$ cat src/rtl/hms_timekeeper.sv
// hms_timekeeper: 24-hour H:M:S clock with a RUN / SET_H / SET_M button-driven setting FSM.
// Ports: clk, rst (async, active-high); mode_btn, inc_btn (clean, clk-synchronous buttons);
//        H/M/S (binary time); sec_tick (one-cycle pulse per RUN step); set_mode (00 RUN, 01 SET_H, 10 SET_M).
module hms_timekeeper #(
  parameter int TICK_DIV = 50000000
) (
  input  logic       clk,
  input  logic       rst,
  input  logic       mode_btn,
  input  logic       inc_btn,
  output logic [6:0] H,
  output logic [6:0] M,
  output logic [6:0] S,
  output logic       sec_tick,
  output logic [1:0] set_mode
);
  localparam logic [1:0] RUN = 2'b00, SET_H = 2'b01, SET_M = 2'b10;
  localparam int CW = $clog2(TICK_DIV);
  localparam logic [CW-1:0] LAST = CW'(TICK_DIV - 1);
  logic [CW-1:0] cnt;
  logic mode_q, inc_q, mode_edge, inc_edge, run, step, s_wrap, m_wrap;
  // btn_q registers reset to 1 so a button held through reset release gives no edge
  assign mode_edge = mode_btn & ~mode_q;
  assign inc_edge  = inc_btn & ~inc_q & ~mode_edge;
  assign run       = set_mode == RUN;
  assign step      = run && cnt == LAST;
  assign s_wrap    = S == 7'd59;
  assign m_wrap    = M == 7'd59;
  always_ff @(posedge clk or posedge rst)
    if (rst) begin
      mode_q   <= 1'b1;
      inc_q    <= 1'b1;
      cnt      <= '0;
      sec_tick <= 1'b0;
      set_mode <= RUN;
      H        <= 7'd0;
      M        <= 7'd0;
      S        <= 7'd0;
    end else begin
      mode_q   <= mode_btn;
      inc_q    <= inc_btn;
      sec_tick <= step;
      // prescaler only advances while staying in RUN; every other path parks it at 0
      cnt      <= (run && !mode_edge && !step) ? cnt + 1'b1 : '0;
      set_mode <= !mode_edge ? set_mode : run ? SET_H : set_mode == SET_H ? SET_M : RUN;
      if (step) begin
        S <= s_wrap ? 7'd0 : S + 7'd1;
        M <= !s_wrap ? M : m_wrap ? 7'd0 : M + 7'd1;
        H <= !(s_wrap && m_wrap) ? H : H == 7'd23 ? 7'd0 : H + 7'd1;
      end else if (set_mode == SET_H && inc_edge)
        H <= H == 7'd23 ? 7'd0 : H + 7'd1;
      else if (set_mode == SET_M && mode_edge)
        S <= 7'd0;
      else if (set_mode == SET_M && inc_edge)
        M <= m_wrap ? 7'd0 : M + 7'd1;
    end
endmodule

$ cat config.mk
export PLATFORM = sky130hd
export DESIGN_NAME = hms_timekeeper
export DESIGN_NICKNAME = d
export VERILOG_FILES = /design/src/rtl/hms_timekeeper.sv
export SDC_FILE = /design/constraint.sdc
export NUM_CORES = 1
export LEC_CHECK = 0
export CAP_MARGIN = 20
export CORE_MARGIN = 3
export CORE_UTILIZATION = 45
export DETAILED_ROUTE_END_ITERATION = 16
export GPL_ROUTABILITY_DRIVEN = 0
export HOLD_SLACK_MARGIN = 0.02
export PLACE_DENSITY_LB_ADDON = 0.08
export SYNTH_ARGS = -nofsm -noshare
export SYNTH_HDL_FRONTEND = slang
export SYNTH_SLANG_ARGS = --single-unit
$ cat constraint.sdc
create_clock -name clk -period 2.45 [get_ports clk]
set_input_delay 0.49 -clock clk [delete_from_list [all_inputs] [get_ports clk]]
set_output_delay 0.49 -clock clk [all_outputs]
set_load 0.01 [all_outputs]
Word level (Yosys, flattened, before mapping) --
Index checks and enable logic that the tools add are counted.
Storage, ports and cells: flip-flop bits (word level) 52, logic and storage cells 61, output and inout port bits 24, bits of input ports 4
Operators by class: muxes and demuxes 17, equal/unequal tests 10, add/sub/neg operators 4, reductions and logical operators 16, bitwise logic cells 6
Operator list (number):
- 7-bit two-way mux | 14
- 26-bit by 1-bit adder with 26-bit output (second input constant) | 1
- 26-bit equality test (second input constant) | 1
- 26-bit two-way mux | 1
- 7-bit by 1-bit adder with 7-bit output (second input constant) | 3
- 7-bit by 6-bit equality test with 1-bit output (second input constant) | 2
- 7-bit by 5-bit equality test with 1-bit output (second input constant) | 1
- 1-bit logical AND | 7
- 2-bit nonzero test | 3
- 2-bit two-way mux | 2
- 2-bit by 1-bit inequality test with 1-bit output (second input constant) | 2
- 2-bit inequality test (second input constant) | 2
- 2-bit AND reduction | 2
- 4-bit AND reduction | 1
- 1-bit bitwise AND | 3
- 1-bit NOT | 3
- 2-bit by 1-bit equality test with 1-bit output (second input constant) | 1
- 2-bit equality test (second input constant) | 1
- 1-bit zero test | 2
- 2-bit zero test | 1

Longest topological paths before layout --
word-level depth 9, depth in mapped cells 8, depth with buffers taken out 6

Worst setup path before layout --
No wires, ideal clock.
kind register -> register, start register cnt[0], end register cnt[17], data arrival time 1.957 ns, setup time 0.118 ns, path buffers 2, clock period less this slack 2.076 ns, path slack 0.374 ns, stages on the path, launching flop included 9, required time 2.332 ns, path through dfrtp_1 > ha_1 > nand4_2 > or2_1 > buf_6 > or4b_4 > nand3_4 > buf_8 > nor2_1
On the way: longest elaborated chain between the ends 5, elaborated cells between the ends (all ways) 6, those cells by class add/sub: 1; eq/ne: 1; mux: 1; reduce/logical: 3
RTL lines:
- start, declared | line 20 | logic [CW-1:0] cnt;
- start signal, assigned | line 44 | cnt <= (run && !mode_edge && !step) ? cnt + 1'b1 : '0;
- branches (longest 4 deep; another with 26-bit by 1-bit adder with 26-bit output)
- 26-bit two-way mux (*) | line 44
Every way passes the cells marked *. A chain may end at the register's enable or synchronous reset.

Worst setup path after layout --
start register S[0], end register H[3]
On the way: longest elaborated chain between the ends 4
RTL lines:
- start, declared | line 13 | output logic [6:0] S,
- start signal, assigned | line 47 | S <= s_wrap ? 7'd0 : S + 7'd1;
- 7-bit by 6-bit equality test with 1-bit output | line 27 | assign s_wrap = S == 7'd59;
- 1-bit logical AND | line 49 | H <= !(s_wrap && m_wrap) ? H : H == 7'd23 ? 7'd0 : H + 7'd1;
- 2-bit by 1-bit inequality test with 1-bit output (no line)
- 2-bit AND reduction (no line)
- end signal, assigned | line 49
- end signal, assigned | line 51 | H <= H == 7'd23 ? 7'd0 : H + 7'd1;
- end, declared | line 11 | output logic [6:0] H,
Every way passes these cells.

==> results_dict.tcl <==
set metrics [dict create \
    fin_crit_sh_pct 91.0 \
    ff2ff_path_depth 7 \
    num_io_pins 28 \
    synth_area_leaders "dfrtp_1 45%, xor2_1 7.0%, nand3_1 5.1%" \
    worstPathCellList "ha_1 -> nand2b_1 -> nor4b_1 -> nand4_1 -> buf_4 -> a21oi_1 -> mux2_2" \
    clk_latency_ns 0.30 \
    holdWs_ns 0.483 \
    clock-skew-final_ns 0.00746 \
    instances_no_fill 388 \
    post-synth-top-area-cell "dfrtp_1" \
    critPathCaptureType "flop" \
    worst_slack_ns 0.221 \
    p_leak_uw 0.00134 \
    dp_cells 379 \
    ys_seq_area_share_pct 47.3 \
    track_usage_pct 17.0 \
    drtIter0Drc 105 \
    synth_cell_type_count 49 \
    dpl.hpwl_um 3930 \
    drive_above_1_share_pct 11.4 \
    slew_headroom_pct 61.8 \
    whs_path_depth 1 \
    regArea_sq_um 1300 \
    final-setup-viol-count 0 \
    swShare_pct 32.8 \
    vias 2136 \
    peakVddDrop_uv 460 \
    tns_ns 0 \
    clockBufferDepth 2 \
    cts_root_buffer "clkbuf_8" \
    final_max_slew_viol_count 0 \
    dr.pass1.iters 4 \
    fmax_ghz 0.449 \
    pwr-share-seq_pct 47.2 \
    slowest_stage "nor4b_1" \
    rows 27 \
    maxCapViolCount 0 \
    n_antenna_cell 0 \
    yosys_register_bits 52 \
    numCtsBuffers 5 \
    die-area_sq_um 7100 \
    synth_top_flop_cell "dfrtp_1" \
    core_area_sq_um 5710 \
    multi_input_area_sq_um 1380 \
    required_ns 2.65 \
    wl_per_cell_um 14.4 \
    p_clk_share_pct 23.6 \
    cts_htree_levels 2 \
    nets 323 \
    comb_power_share_pct 29.2 \
    finalHoldViolCount 0 \
    syn_area_per_cell_sq_um 9.95 \
    worstPathMaxFanout 7 \
    critPathKind "reg -> reg" \
    cts_tree "built" \
    p_int_uw 1690 \
    syn-cell-area_sq_um 2760 \
    nFillCells 512 \
    outcome "complete, no violations" \
    cts_hold_buffers 0 \
    dp_slack_ns 0.179 \
    grt_pass1_vias 2073 \
    synthToLayoutAreaGrowth_pct 17.9 \
    hold_path.class "reg -> reg" \
    cellPowerDensity_nw_per_um2 773 \
    die_h_um 84.2 \
    async_flop_share_pct 100 \
    cp.arrival_ns 2.43 \
    tightestPinTransition_ns 0.567 \
    antenna_found_initial 0 \
    yosys_warnings 0 \
    grt_max_degree 31 \
    startpoint_type "flop" \
    clkTransAtPathRegs_ns 0.10 \
    io_buffers 27 \
    routed_via_density 5.51 \
    clock_sinks 52 \
    syn_nets 285 \
    synth_top_area_share_pct 45.4 \
    cp_slowest_stage_delay_ns 0.47 \
    drtAntennaViolNets 0 \
    grt_first_pass_wirelength_um 10000 \
    rsz0062_at_grt "false" \
    period_minus_slack_ns 2.23 \
    gr-total-overflow 0 \
    wirelength_um 5580 \
    drcViolationCount 0 \
    die_width_um 84.2 \
    synth_edf_count 0 \
    synthCells 277 \
    initial_core_util_pct 48.3 \
    p_sw_uw 824 \
]
-- per-stage QoR --
stage               total power (uW)  area, sq um  utilization [%]
global route                    2690         3250             56.9
detailed placement              1940         3130             54.8
global placement                1930         3130             54.8
CTS                             2540         3240             56.8
floorplan                       1620         2760                -
finish                          2510         3250             56.9
-- registers in the layout (all words and copies together), names as in the netlist --
register,count
mode_q,1
inc_q,1
sec_tick,1
set_mode,2
cnt,26
M,7
S,7
H,7
-- routing by layer --
metal  routed length (um)  GRT usage, %  vias up
li1                     -             -     1072
met1                 2870          26.2     1029
met2                 2480          24.7       30
met3                  186          3.53        5
met4                   48          3.80        0
met5                    0             0        -
-- layout make-up --
type / count / area share [%]
multi-input cells: 215 / 42.4
inverters: 6 / 0.693
clock buffers: 5 / 2.12
repair buffers: 35 / 10.6
clock inverters: 3 / 1.31
well taps: 72 / 2.77
flip-flops and latches: 52 / 40.1
-- power groups by stage --
stage          Clock (uW)  Sequential (uW)  Combinational (uW)
5_1_grt               647             1220                 822
6_report              593             1180                 733
3_3_place_gp            0             1200                 737
4_1_cts               608             1180                 745
2_1_floorplan           0             1220                 404
3_5_place_dp            0             1200                 743
-- worst max-delay path: cells and delay by family, from the launching register on --
family,cells,cell delay (ns)
AOI/OAI and AO/OA,1,0.17
and+or+nand+nor,3,0.74
DFF,1,0.44
adders and majority gates,1,0.24
muxes,1,0.35
buffers and inverters,1,0.19
-- path summary, 6_finish.rpt --
kind | start | end | slack (ns)
setup / recovery | S[0]$_DFFE_PP0P_ | H[3]$_DFFE_PP0P_ | 0.22
hold / removal | cnt[0]$_DFF_PP0_ | cnt[0]$_DFF_PP0_ | 0.48
setup reg to reg | S[0]$_DFFE_PP0P_ | H[3]$_DFFE_PP0P_ | 0.22
hold reg to reg | cnt[0]$_DFF_PP0_ | cnt[0]$_DFF_PP0_ | 0.48
max in group asynchronous | rst | mode_q$_DFF_PP1_ | 1.31
min in group asynchronous | rst | S[3]$_DFFE_PP0P_ | 0.54
-- cells by family (layout without fill, tap and decap cells) --
family	Yosys count	in the layout	share of synthesized area [%]
AO/OA/AOI/OAI	28	28	6.45
XOR/XNOR	29	29	9.22
adder cells (fa/ha/maj)	4	4	1.82
buffers and inverters	10	49	2.68
flip-flops	52	52	47.3
multiplexers	8	8	3.18
AND/OR/NAND/NOR	146	146	29.3
-- Yosys cell counts (all sizes together), types with 3 or more instances --
library cell,instances
buf,4
nor4,6
dfrtp,50
xor2,22
nand4,11
inv,6
ha,4
xnor2,7
nor4b,5
mux2,6
a211oi,5
nand3,29
o21ai,10
a31oi,3
nor2,39
and3,4
nand2,27
nor3,5
nor2b,4
-- timing repair --
action                                 CTS  global route
setup endpoints to repair                0             6
buffers inserted                         0             1
resized for setup                        0             0
endpoints found under the hold margin    0             0
-- layout by cell type, fill, tap and decap left out, types with 2 or more instances in the layout --
cell,count
nor4b_1,4
a21o_1,2
nor4_1,5
mux2i_1,2
xnor2_1,7
nor2_1,37
mux2_2,6
nand4_1,10
dfstp_2,2
nor2b_1,4
clkbuf_8,5
nor2_2,2
nand3_1,28
o211ai_1,2
clkdlybuf4s50_1,27
a31oi_1,3
nand2_1,27
xor2_1,22
and3_1,4
and4bb_2,2
o21ai_0,10
nand2b_1,2
dfrtp_1,50
a211oi_1,5
a21boi_0,2
nand4b_1,2
nor3_1,4
ha_1,4
a21oi_1,2
buf_4,7
inv_1,5
No activity file was read; power rests on OpenSTA's default activity.
